### config.mk
export PLATFORM = sky130hd
export DESIGN_NAME = tuner_ctrl_sweep_search_flat
export DESIGN_NICKNAME = d
export VERILOG_FILES = /design/src/rtl/tuner_sweep_if.sv /design/src/rtl/tuner_ctrl_sweep_search.sv /design/src/flat_wrapper.sv
export SDC_FILE = /design/constraint.sdc
export NUM_CORES = 1
export LEC_CHECK = 0
export BUFFER_PORTS_ARGS = -buffer_cell sky130_fd_sc_hd__buf_2
export CAP_MARGIN = 20
export CORE_MARGIN = 4
export CORE_UTILIZATION = 45
export DETAILED_ROUTE_END_ITERATION = 10
export PLACE_DENSITY = 0.69
export SYNTH_ARGS = -nofsm -noshare
export SYNTH_HDL_FRONTEND = slang
export SYNTH_SLANG_ARGS = --single-unit
### constraint.sdc
create_clock -name i_clk -period 4.2 [get_ports i_clk]
set_clock_uncertainty 0.1 [all_clocks]
set_input_delay 0.21 -clock i_clk [delete_from_list [all_inputs] [get_ports i_clk]]
set_output_delay 0.21 -clock i_clk [all_outputs]
set_load 0.03 [all_outputs]
### src/rtl/tuner_sweep_if.sv
// -----------------------------------------------------------------------------
// tuner_sweep_if
//
// Purpose:
//   Bundles the two handshake channels between the sweep controller and the
//   tuner/detector arbiter.
//   - Tune channel: the controller offers a tuner code and the arbiter accepts it.
//   - Commit channel: the arbiter returns the detected power together with the
//     code that was in force when that power was measured.
//
// Signals:
//   ring_tune_val     controller -> arbiter  tune code valid
//   ring_tune_rdy     arbiter -> controller  tune code accepted
//   ring_tune         controller -> arbiter  tune code (DAC_WIDTH)
//   commit_val        arbiter -> controller  synchronized commit available
//   commit_rdy        controller -> arbiter  controller ready for the commit
//   pwr_commit        arbiter -> controller  detected power (ADC_WIDTH)
//   ring_tune_commit  arbiter -> controller  code that belongs to pwr_commit
//
// Modports:
//   master  the sweep controller side
//   slave   the arbiter side
// -----------------------------------------------------------------------------
interface tuner_sweep_if #(
    parameter int DAC_WIDTH = 8,
    parameter int ADC_WIDTH = 8
) ();

    logic                 ring_tune_val;
    logic                 ring_tune_rdy;
    logic [DAC_WIDTH-1:0] ring_tune;
    logic                 commit_val;
    logic                 commit_rdy;
    logic [ADC_WIDTH-1:0] pwr_commit;
    logic [DAC_WIDTH-1:0] ring_tune_commit;

    modport master (
        output ring_tune_val,
        output ring_tune,
        output commit_rdy,
        input  ring_tune_rdy,
        input  commit_val,
        input  pwr_commit,
        input  ring_tune_commit
    );

    modport slave (
        input  ring_tune_val,
        input  ring_tune,
        input  commit_rdy,
        output ring_tune_rdy,
        output commit_val,
        output pwr_commit,
        output ring_tune_commit
    );

endinterface

### src/rtl/tuner_ctrl_sweep_search.sv
// -----------------------------------------------------------------------------
// tuner_ctrl_sweep_search
//
// Purpose:
//   Sweeps a tuner code from a start value to an end value in fixed steps.
//   For every code it hands the code to the arbiter, waits for the matching
//   power commit, and keeps track of the highest power seen and the code at
//   which it was seen. The earliest code wins when powers tie.
//
// Ports:
//   i_clk              clock; all logic runs on the rising edge
//   i_rst              synchronous, active-high reset
//   i_search_start     one-cycle request to start a sweep (only honoured in IDLE)
//   i_search_abort     abandon the sweep in progress (no o_done)
//   i_code_start       first code of the sweep
//   i_code_end         last code the sweep may issue
//   i_code_step        code increment (0 is treated as 1)
//   io_arb             tune/commit handshake channels (tuner_sweep_if.master)
//   o_ctrl_active      power detection request towards the arbiter
//   o_ctrl_refresh     one-cycle refresh pulse at the start of each sweep
//   o_busy             sweep in progress (any state but IDLE)
//   o_done             one-cycle pulse on normal completion
//   o_peak_pwr         highest committed power of the sweep
//   o_peak_code        code associated with o_peak_pwr
//   o_num_samples      number of commits accepted in the current/last sweep
// -----------------------------------------------------------------------------
module tuner_ctrl_sweep_search #(
    parameter int DAC_WIDTH = 8,
    parameter int ADC_WIDTH = 8
) (
    input  logic                 i_clk,
    input  logic                 i_rst,
    input  logic                 i_search_start,
    input  logic                 i_search_abort,
    input  logic [DAC_WIDTH-1:0] i_code_start,
    input  logic [DAC_WIDTH-1:0] i_code_end,
    input  logic [DAC_WIDTH-1:0] i_code_step,
    tuner_sweep_if.master        io_arb,
    output logic                 o_ctrl_active,
    output logic                 o_ctrl_refresh,
    output logic                 o_busy,
    output logic                 o_done,
    output logic [ADC_WIDTH-1:0] o_peak_pwr,
    output logic [DAC_WIDTH-1:0] o_peak_code,
    output logic [DAC_WIDTH:0]   o_num_samples
);

    typedef enum logic [2:0] {
        S_IDLE        = 3'd0,
        S_INIT        = 3'd1,
        S_TUNE        = 3'd2,
        S_WAIT_COMMIT = 3'd3,
        S_DONE        = 3'd4
    } state_t;

    state_t r_state;
    state_t w_state_next;

    // Latched sweep parameters
    logic [DAC_WIDTH-1:0] r_code_start;
    logic [DAC_WIDTH-1:0] r_code_end;
    logic [DAC_WIDTH-1:0] r_code_step;

    // Sweep datapath
    logic [DAC_WIDTH-1:0] r_cur_code;
    logic [ADC_WIDTH-1:0] r_peak_pwr;
    logic [DAC_WIDTH-1:0] r_peak_code;
    logic [DAC_WIDTH:0]   r_num_samples;
    logic                 r_peak_seen;

    // Combinational helpers
    logic                 w_tune_fire;
    logic                 w_commit_fire;
    logic                 w_commit_take;
    logic                 w_peak_update;
    logic [DAC_WIDTH:0]   w_nxt_code;
    logic                 w_past_end;
    logic [DAC_WIDTH-1:0] w_step_eff;

    logic                 w_tune_val;
    logic                 w_commit_rdy;
    logic                 w_refresh;
    logic                 w_done;
    logic                 w_active;

    // Fire terms are decoded from the state register rather than from the
    // handshake outputs themselves. The result is the same, and the
    // combinational logic below never feeds back into its own inputs.
    assign w_tune_fire   = (r_state == S_TUNE) && io_arb.ring_tune_rdy;
    assign w_commit_fire = (r_state == S_WAIT_COMMIT) && io_arb.commit_val;

    // An abort in the same cycle discards the commit entirely.
    assign w_commit_take = w_commit_fire && !i_search_abort;

    // Strict greater-than keeps the earliest code on ties. The first commit
    // of a sweep always loads, so a power of zero is still recorded.
    assign w_peak_update = !r_peak_seen || (io_arb.pwr_commit > r_peak_pwr);

    // One extra bit so that stepping past the top of the code range is seen
    // as "beyond the end" instead of wrapping back to a small code.
    assign w_nxt_code = {1'b0, r_cur_code} + {1'b0, r_code_step};
    assign w_past_end = w_nxt_code > {1'b0, r_code_end};

    assign w_step_eff = (i_code_step == '0) ? DAC_WIDTH'(1) : i_code_step;

    // -------------------------------------------------------------------------
    // State register
    // -------------------------------------------------------------------------
    always_ff @(posedge i_clk) begin
        if (i_rst) begin
            r_state <= S_IDLE;
        end else begin
            r_state <= w_state_next;
        end
    end

    // -------------------------------------------------------------------------
    // Next-state and per-state outputs
    // -------------------------------------------------------------------------
    always_comb begin
        w_state_next = r_state;
        w_tune_val   = 1'b0;
        w_commit_rdy = 1'b0;
        w_refresh    = 1'b0;
        w_done       = 1'b0;
        w_active     = 1'b0;

        case (r_state)
            S_IDLE: begin
                if (i_search_start) begin
                    w_state_next = S_INIT;
                end
            end
            S_INIT: begin
                w_refresh    = 1'b1;
                w_active     = 1'b1;
                w_state_next = S_TUNE;
            end
            S_TUNE: begin
                w_tune_val = 1'b1;
                w_active   = 1'b1;
                if (w_tune_fire) begin
                    w_state_next = S_WAIT_COMMIT;
                end
            end
            S_WAIT_COMMIT: begin
                w_commit_rdy = 1'b1;
                w_active     = 1'b1;
                if (w_commit_fire) begin
                    w_state_next = w_past_end ? S_DONE : S_TUNE;
                end
            end
            S_DONE: begin
                w_done       = 1'b1;
                w_state_next = S_IDLE;
            end
            default: begin
                w_state_next = S_IDLE;
            end
        endcase

        // Abort overrides every transition. In IDLE this also blocks a start
        // that arrives in the same cycle.
        if (i_search_abort) begin
            w_state_next = S_IDLE;
        end
    end

    // -------------------------------------------------------------------------
    // Parameter latch and sweep datapath
    // -------------------------------------------------------------------------
    always_ff @(posedge i_clk) begin
        if (i_rst) begin
            r_code_start  <= '0;
            r_code_end    <= '0;
            r_code_step   <= '0;
            r_cur_code    <= '0;
            r_peak_pwr    <= '0;
            r_peak_code   <= '0;
            r_num_samples <= '0;
            r_peak_seen   <= 1'b0;
        end else if (!i_search_abort) begin
            case (r_state)
                S_IDLE: begin
                    if (i_search_start) begin
                        r_code_start <= i_code_start;
                        r_code_end   <= i_code_end;
                        r_code_step  <= w_step_eff;
                    end
                end
                S_INIT: begin
                    r_cur_code    <= r_code_start;
                    r_peak_pwr    <= '0;
                    r_peak_code   <= '0;
                    r_num_samples <= '0;
                    r_peak_seen   <= 1'b0;
                end
                S_WAIT_COMMIT: begin
                    if (w_commit_take) begin
                        r_num_samples <= r_num_samples + 1'b1;
                        if (w_peak_update) begin
                            r_peak_pwr  <= io_arb.pwr_commit;
                            r_peak_code <= io_arb.ring_tune_commit;
                            r_peak_seen <= 1'b1;
                        end
                        // When the next code is past the end, cur_code keeps
                        // the last issued code and the FSM moves to DONE.
                        if (!w_past_end) begin
                            r_cur_code <= w_nxt_code[DAC_WIDTH-1:0];
                        end
                    end
                end
                default: begin
                end
            endcase
        end
    end

    // -------------------------------------------------------------------------
    // Outputs
    // -------------------------------------------------------------------------
    assign io_arb.ring_tune_val = w_tune_val;
    assign io_arb.ring_tune     = r_cur_code;
    assign io_arb.commit_rdy    = w_commit_rdy;

    assign o_ctrl_active  = w_active;
    assign o_ctrl_refresh = w_refresh;
    assign o_busy         = (r_state != S_IDLE);
    assign o_done         = w_done;
    assign o_peak_pwr     = r_peak_pwr;
    assign o_peak_code    = r_peak_code;
    assign o_num_samples  = r_num_samples;

endmodule
### src/flat_wrapper.sv
// flat-port wrapper written by rule: the top's interface ports become plain ports
module tuner_ctrl_sweep_search_flat 
#(
    parameter int DAC_WIDTH = 8,
    parameter int ADC_WIDTH = 8
)
  (i_clk, i_rst, i_search_start, i_search_abort, i_code_start, i_code_end, i_code_step, o_ctrl_active, o_ctrl_refresh, o_busy, o_done, o_peak_pwr, o_peak_code, o_num_samples, io_arb_ring_tune_val, io_arb_ring_tune, io_arb_commit_rdy, io_arb_ring_tune_rdy, io_arb_commit_val, io_arb_pwr_commit, io_arb_ring_tune_commit);
  tuner_sweep_if #(.DAC_WIDTH(DAC_WIDTH), .ADC_WIDTH(ADC_WIDTH)) io_arb_i ();
  input  logic i_clk;
  input  logic i_rst;
  input  logic i_search_start;
  input  logic i_search_abort;
  input  logic [DAC_WIDTH-1:0] i_code_start;
  input  logic [DAC_WIDTH-1:0] i_code_end;
  input  logic [DAC_WIDTH-1:0] i_code_step;
  output logic o_ctrl_active;
  output logic o_ctrl_refresh;
  output logic o_busy;
  output logic o_done;
  output logic [ADC_WIDTH-1:0] o_peak_pwr;
  output logic [DAC_WIDTH-1:0] o_peak_code;
  output logic [DAC_WIDTH:0] o_num_samples;
  output wire logic [$bits(io_arb_i.ring_tune_val)-1:0] io_arb_ring_tune_val;
  output wire logic [$bits(io_arb_i.ring_tune)-1:0] io_arb_ring_tune;
  output wire logic [$bits(io_arb_i.commit_rdy)-1:0] io_arb_commit_rdy;
  input wire logic [$bits(io_arb_i.ring_tune_rdy)-1:0] io_arb_ring_tune_rdy;
  input wire logic [$bits(io_arb_i.commit_val)-1:0] io_arb_commit_val;
  input wire logic [$bits(io_arb_i.pwr_commit)-1:0] io_arb_pwr_commit;
  input wire logic [$bits(io_arb_i.ring_tune_commit)-1:0] io_arb_ring_tune_commit;
  assign io_arb_ring_tune_val = io_arb_i.ring_tune_val;
  assign io_arb_ring_tune = io_arb_i.ring_tune;
  assign io_arb_commit_rdy = io_arb_i.commit_rdy;
  assign io_arb_i.ring_tune_rdy = io_arb_ring_tune_rdy;
  assign io_arb_i.commit_val = io_arb_commit_val;
  assign io_arb_i.pwr_commit = io_arb_pwr_commit;
  assign io_arb_i.ring_tune_commit = io_arb_ring_tune_commit;
  tuner_ctrl_sweep_search #(.DAC_WIDTH(DAC_WIDTH), .ADC_WIDTH(ADC_WIDTH)) u_core (.i_clk(i_clk), .i_rst(i_rst), .i_search_start(i_search_start), .i_search_abort(i_search_abort), .i_code_start(i_code_start), .i_code_end(i_code_end), .i_code_step(i_code_step), .io_arb(io_arb_i), .o_ctrl_active(o_ctrl_active), .o_ctrl_refresh(o_ctrl_refresh), .o_busy(o_busy), .o_done(o_done), .o_peak_pwr(o_peak_pwr), .o_peak_code(o_peak_code), .o_num_samples(o_num_samples));
endmodule
* Yosys cells after proc, flatten, opt, wreduce, memory -nomap -nowiden
Index checks and enable logic that the tools add are counted.
** Storage, ports and cells
- Word-level logic and storage cells :: 66
- Register bits after elaboration :: 61
- Output and inout port bits :: 39
** Cells by class
- $lt $le $gt $ge :: 2
- Eq/ne operators :: 10
- Bitwise operators :: 1
- Reductions and logical operators :: 17
- Multiplexer cells :: 25
- Add/sub/neg operators :: 2
** Operators by type and width (count)
- $mux 8 :: 7
- $pmux 8 s2 :: 3
- $pmux 9 s2 :: 1
- $mux 3 :: 4
- $pmux 3 s4 :: 1
- $add 8x8->9 :: 1
- $add 9x1->9 const B :: 1
- $gt 9x8->1 :: 1
- $mux 9 :: 1
- $reduce_and 3->1 :: 3
- $gt 8x8->1 :: 1
- $logic_not 8->1 :: 1
- $ne 2x1->1 const B :: 4
- $reduce_and 4->1 :: 2
- $mux 1 :: 7
- $eq 3x2->1 const B :: 2
- $ne 2x2->1 const B :: 2
- $eq 3x1->1 const B :: 1
- $eq 3x3->1 const B :: 1
- $logic_and 1x1->1 :: 3
- $logic_not 3->1 :: 1
- $reduce_bool 3->1 :: 1
- $reduce_or 3->1 :: 1
- $logic_not 1->1 :: 2
- 5 further kinds :: 5

* Depth between registers and ports, before layout
- Depth after elaboration :: 5
- Depth in mapped cells :: 13
- Gate-level depth less buffers :: 12

* Worst setup path before layout
Ideal clock, no wire load.
- Path kind :: flip-flop to flip-flop
- From :: register u_core.r_cur_code[0], in the netlist u_core.io_arb.ring_tune[0]
- To :: register u_core.r_cur_code[5], in the netlist u_core.io_arb.ring_tune[5]
- Library setup time :: 0.121 ns
- Cell stages (with the launch flop) :: 13
- Slack :: 0.723 ns
- Data arrival time :: 3.256 ns
- Cell sequence :: dfxtp_1 -> ha_1 -> fa_1 -> a211oi_1 -> o21bai_1 -> a21oi_1 -> xnor2_1 -> ha_1 -> a22oi_1 -> o211ai_1 -> o221ai_1 -> a21oi_2 -> mux2_4
** On the way
- Longest elaborated chain between the ends :: 4
- Elaborated cells between the ends (all ways) :: 7
- Classes of those cells :: add/sub: 1; order compare: 1; eq/ne: 1; mux: 3; reduce/logical: 1
** Ends and longest elaborated chain
- start, declared :: RTL line tuner_ctrl_sweep_search.sv:65 : logic [DAC_WIDTH-1:0] r_cur_code;
- start signal, assigned :: RTL line tuner_ctrl_sweep_search.sv:192 : r_cur_code <= r_code_start;
- start signal, assigned :: RTL line tuner_ctrl_sweep_search.sv:209 : r_cur_code <= w_nxt_code[DAC_WIDTH-1:0];
- $add 8x8->9 * :: RTL line tuner_ctrl_sweep_search.sv:101 : assign w_nxt_code = {1'b0, r_cur_code} + {1'b0, r_code_step};
- $gt 9x8->1 or $mux 8 (tied branches) :: RTL line tuner_ctrl_sweep_search.sv:102, tuner_ctrl_sweep_search.sv:208
- $ne 2x2->1 (no line) or $mux 8 (tied branches)
- $reduce_and 4->1 (no line) or $pmux 8 s2 (tied branches)
Mark *: on every way between the ends. The rest lies on a longest branch, timed or not. The select of a mux whose other input is x is not followed.
A chain may end at the register's enable or synchronous reset.

* Worst setup path in the final report
Ends and elaborated chain as after synthesis.

==> results.cfg <==
[finish]
utilization = 0.548
fin_area_um2 = 4240
diodes = 0
fill_cells = 722
seq_area_um2 = 1220
multi_input_area_um2 = 2140
syn_to_final_growth_pct = 18.5
num-nets-final = 560
drive_gt1_frac = 0.237

[drt]
vias = 3142
routed_wl_um = 8700
ant_nets = 0
drtIter0Drc = 112
wl_per_cell_um = 14.6
dr.pass1.iters = 4
drc = 0
avgViaCountPerCell = 5.28

[sta]
finalSetupViolations = 0
slew_viol_final = 0
tns_ns = 0
worst_pin_slew_ns = 0.812
rsz0062_at_grt = no
post-route-min-period_ns = 3.41
finalCritPeriodShare = 0.812
layout_setup_ws_ns = 0.789
hold_viol_final = 0
maxSlewHeadroom = 0.459
clock.fmax_mhz = 293

[min_path]
min_to = u_core.r_code_end[4]
hold_class = in2reg
min_from = i_code_end[4]
hold_depth = 3

[logic_synthesis]
synth_cells = 413
seq_area_frac_synth = 0.342
synth_top_cell_by_area = dfxtp_1
synth_area_um2 = 3570
ys.flop_type = dfxtp_1
ys_types = 58
synth-edff-count = 0
avgSynthCellArea_um2 = 8.65
asyncSetResetFlopFracSynth = 0
ys_seq_elements = 61
synth_warnings = 0
synth_nets = 485
synthDominantCellAreaShare = 0.342
synthTopCellsByArea = dfxtp_1 (34%), ha_1 (8.8%), nand2_1 (6.4%)

[die]
coreArea_um2 = 7730
die_area_um2 = 9430
initial_utilization = 0.462
die_h_um = 97.1
ios = 85
fp-row-count = 32
die_w_um = 97.1

[grt]
grt_max_degree = 76
grt_usage = 0.189
grt-ovfl-total = 0
grt_antenna_before_repair = 0
grt_pass1_vias = 3041
grt_first_pass_wirelength_um = 14700

[power]
vdd_ir_drop_max_uv = 206
total_power_w = 0.00143
p_per_area_nw_per_um2 = 338
total_leakage_power_nw = 1.71

[placement]
place.gp.congestion = 0.874
port_buffers = 84
dpl-instance-area_um2 = 4000
dpl.hpwl_um = 6330
place_ws_ns = 0.819

[status]
outcome = complete, no violations

[worst_setup_path]
reg2reg_depth = 13
crit_path_end_kind = register
slowest_stage = fa_1
crit_fanout = 8
criticalPathCategory = reg2reg
crit_chain = ha_1 > fa_1 > a211oi_1 > o21bai_1 > a21oi_1 > xnor2_1 > ha_1 > a22oi_1 > o211ai_1 > o221ai_1 > buf_4 > a21oi_2 > mux2_4
cp_slowest_stage_delay_ns = 0.43
cpMostUsedCell = ha_1
reg2reg_from = u_core.io_arb.ring_tune[0]
crit_family = compound AO/OA/AOI/OAI gates
worst-path-buf-inv = 1
critPathLaunchType = register
r2r_setup_slack_ns = 0.79
cp_data_required_time_ns = 4.32
crit_arrival_ns = 3.54
r2r_end = u_core.io_arb.ring_tune[5]

[clock_network]
cts_made_buffers = 9
root_buffer = clkbuf_8
htree_levels = 3
postCtsSetupRepairBufs = 0
tritoncts = yes
clk_latency_ns = 0.34
clk_pin_slew_worst_paths_ns = 0.07
cts_sinks = 61
clk_path_buf_depth = 2

[run]
max-cap-violations = 0
## how the worst max path moves through the flow
| stage | startpoint | end | cells after the start |
|---|---|---|---|
| 2_1_floorplan | u_core.io_arb.ring_tune[0] | u_core.io_arb.ring_tune[5] | 12 |
| 3_3_place_gp | u_core.io_arb.ring_tune[0] | u_core.io_arb.ring_tune[6] | 13 |
| 3_5_place_dp | u_core.io_arb.ring_tune[0] | u_core.io_arb.ring_tune[5] | 13 |
| 4_1_cts | u_core.io_arb.ring_tune[0] | u_core.io_arb.ring_tune[5] | 13 |
| 5_1_grt | u_core.io_arb.ring_tune[0] | u_core.io_arb.ring_tune[5] | 13 |
| 6_report | u_core.io_arb.ring_tune[0] | u_core.io_arb.ring_tune[5] | 13 |
## layout make-up
type,instances,area share
multi-input combinational,309,0.505
sequential,61,0.288
timing repair buffer,89,0.112
clock buffer,12,0.0319
tap,102,0.0301
clock inverter,4,0.0171
inverter,18,0.0160
## synth_stat cells (4+ instances only)
cell type / instances
o21ai_0: 4
buf_6: 5
dfxtp_1: 61
ha_1: 25
xnor2_1: 9
a21oi_1: 36
nor3b_1: 7
a211oi_1: 9
nor3_1: 9
inv_1: 17
nand2b_1: 17
nand2_1: 61
mux2i_1: 20
nand3b_1: 18
a311oi_1: 4
clkbuf_1: 11
nand4_1: 7
buf_2: 6
xor2_1: 5
nor2b_1: 5
nor2_1: 21
## per-stage QoR
step                      instances  hold WS (ns)
after detailed placement        577         0.347
after global routing            595      0.000352
after floorplan                 413         0.187
after CTS                       594       0.00142
after global placement          577         0.342
final                           595        0.0133
## state kept, by name, summed over array words and instances, names as in the netlist
| signal | count |
|---|---|
| u_core.r_state | 3 |
| u_core.o_peak_code | 8 |
| u_core.r_code_end | 8 |
| u_core.io_arb.ring_tune | 8 |
| u_core.o_peak_pwr | 8 |
| u_core.r_code_step | 8 |
| u_core.o_num_samples | 9 |
| u_core.r_code_start | 8 |
| u_core.r_peak_seen | 1 |
## repair_timing
item	in CTS	in global routing
resized for setup	0	0
hold buffers	1	0
hold endpoints to repair	1	0
## routing by layer
metal	routed length (µm)	track usage	up-vias	part of all wire
li1	-	-	1602	-
met3	477	0.0531	8	0.055
met4	93	0.0421	0	0.011
met1	3910	0.244	1454	0.45
met5	0	0	-	0
met2	4210	0.313	78	0.48
## cells in the final DEF, fill, tap and decap left out, types with 7 or more instances in the layout
master    Yosys  final
buf_2         6     84
nor2_1       21     21
a21oi_1      36     36
nor3_1        9      9
ha_1         25     25
clkbuf_8      0      9
xnor2_1       9      9
nand2_1      61     61
dfxtp_1      61     61
nand4_1       7      7
nand2b_1     17     17
a211oi_1      9      9
mux2i_1      20     20
nand3b_1     18     18
nor3b_1       7      7
inv_1        17     17
## worst register-to-register path: stages, from the launching register on
cell and delay [ns]:
dfxtp_1 0.33, ha_1 0.24, fa_1 0.43, a211oi_1 0.31
o21bai_1 0.15, a21oi_1 0.21, xnor2_1 0.15, ha_1 0.28
a22oi_1 0.17, o211ai_1 0.12, o221ai_1 0.20, buf_4 0.20
a21oi_2 0.10, mux2_4 0.31
## report_power, final
part           total [W]  internal (W)  leakage [nW]  switching (W)
clock           0.000564      0.000334         0.101       0.000230
sequential      0.000613      0.000597         0.495      0.0000162
combinational   0.000255      0.000108          1.12       0.000147
total            0.00143       0.00104          1.71       0.000394
## logic make-up (layout without fill, tap and decap cells)
family / after synthesis / count (layout) / share of synthesized area
adders and majority gates: 26 / 26 / 0.0931
DFF: 61 / 61 / 0.342
and+or+nand+nor: 165 / 165 / 0.247
AOI/OAI and AO/OA: 81 / 81 / 0.156
xor gates and xnor gates: 14 / 14 / 0.0343
buffers and inverters: 43 / 123 / 0.0599
muxes: 23 / 23 / 0.0676
(Power assumes the default switching activity.)
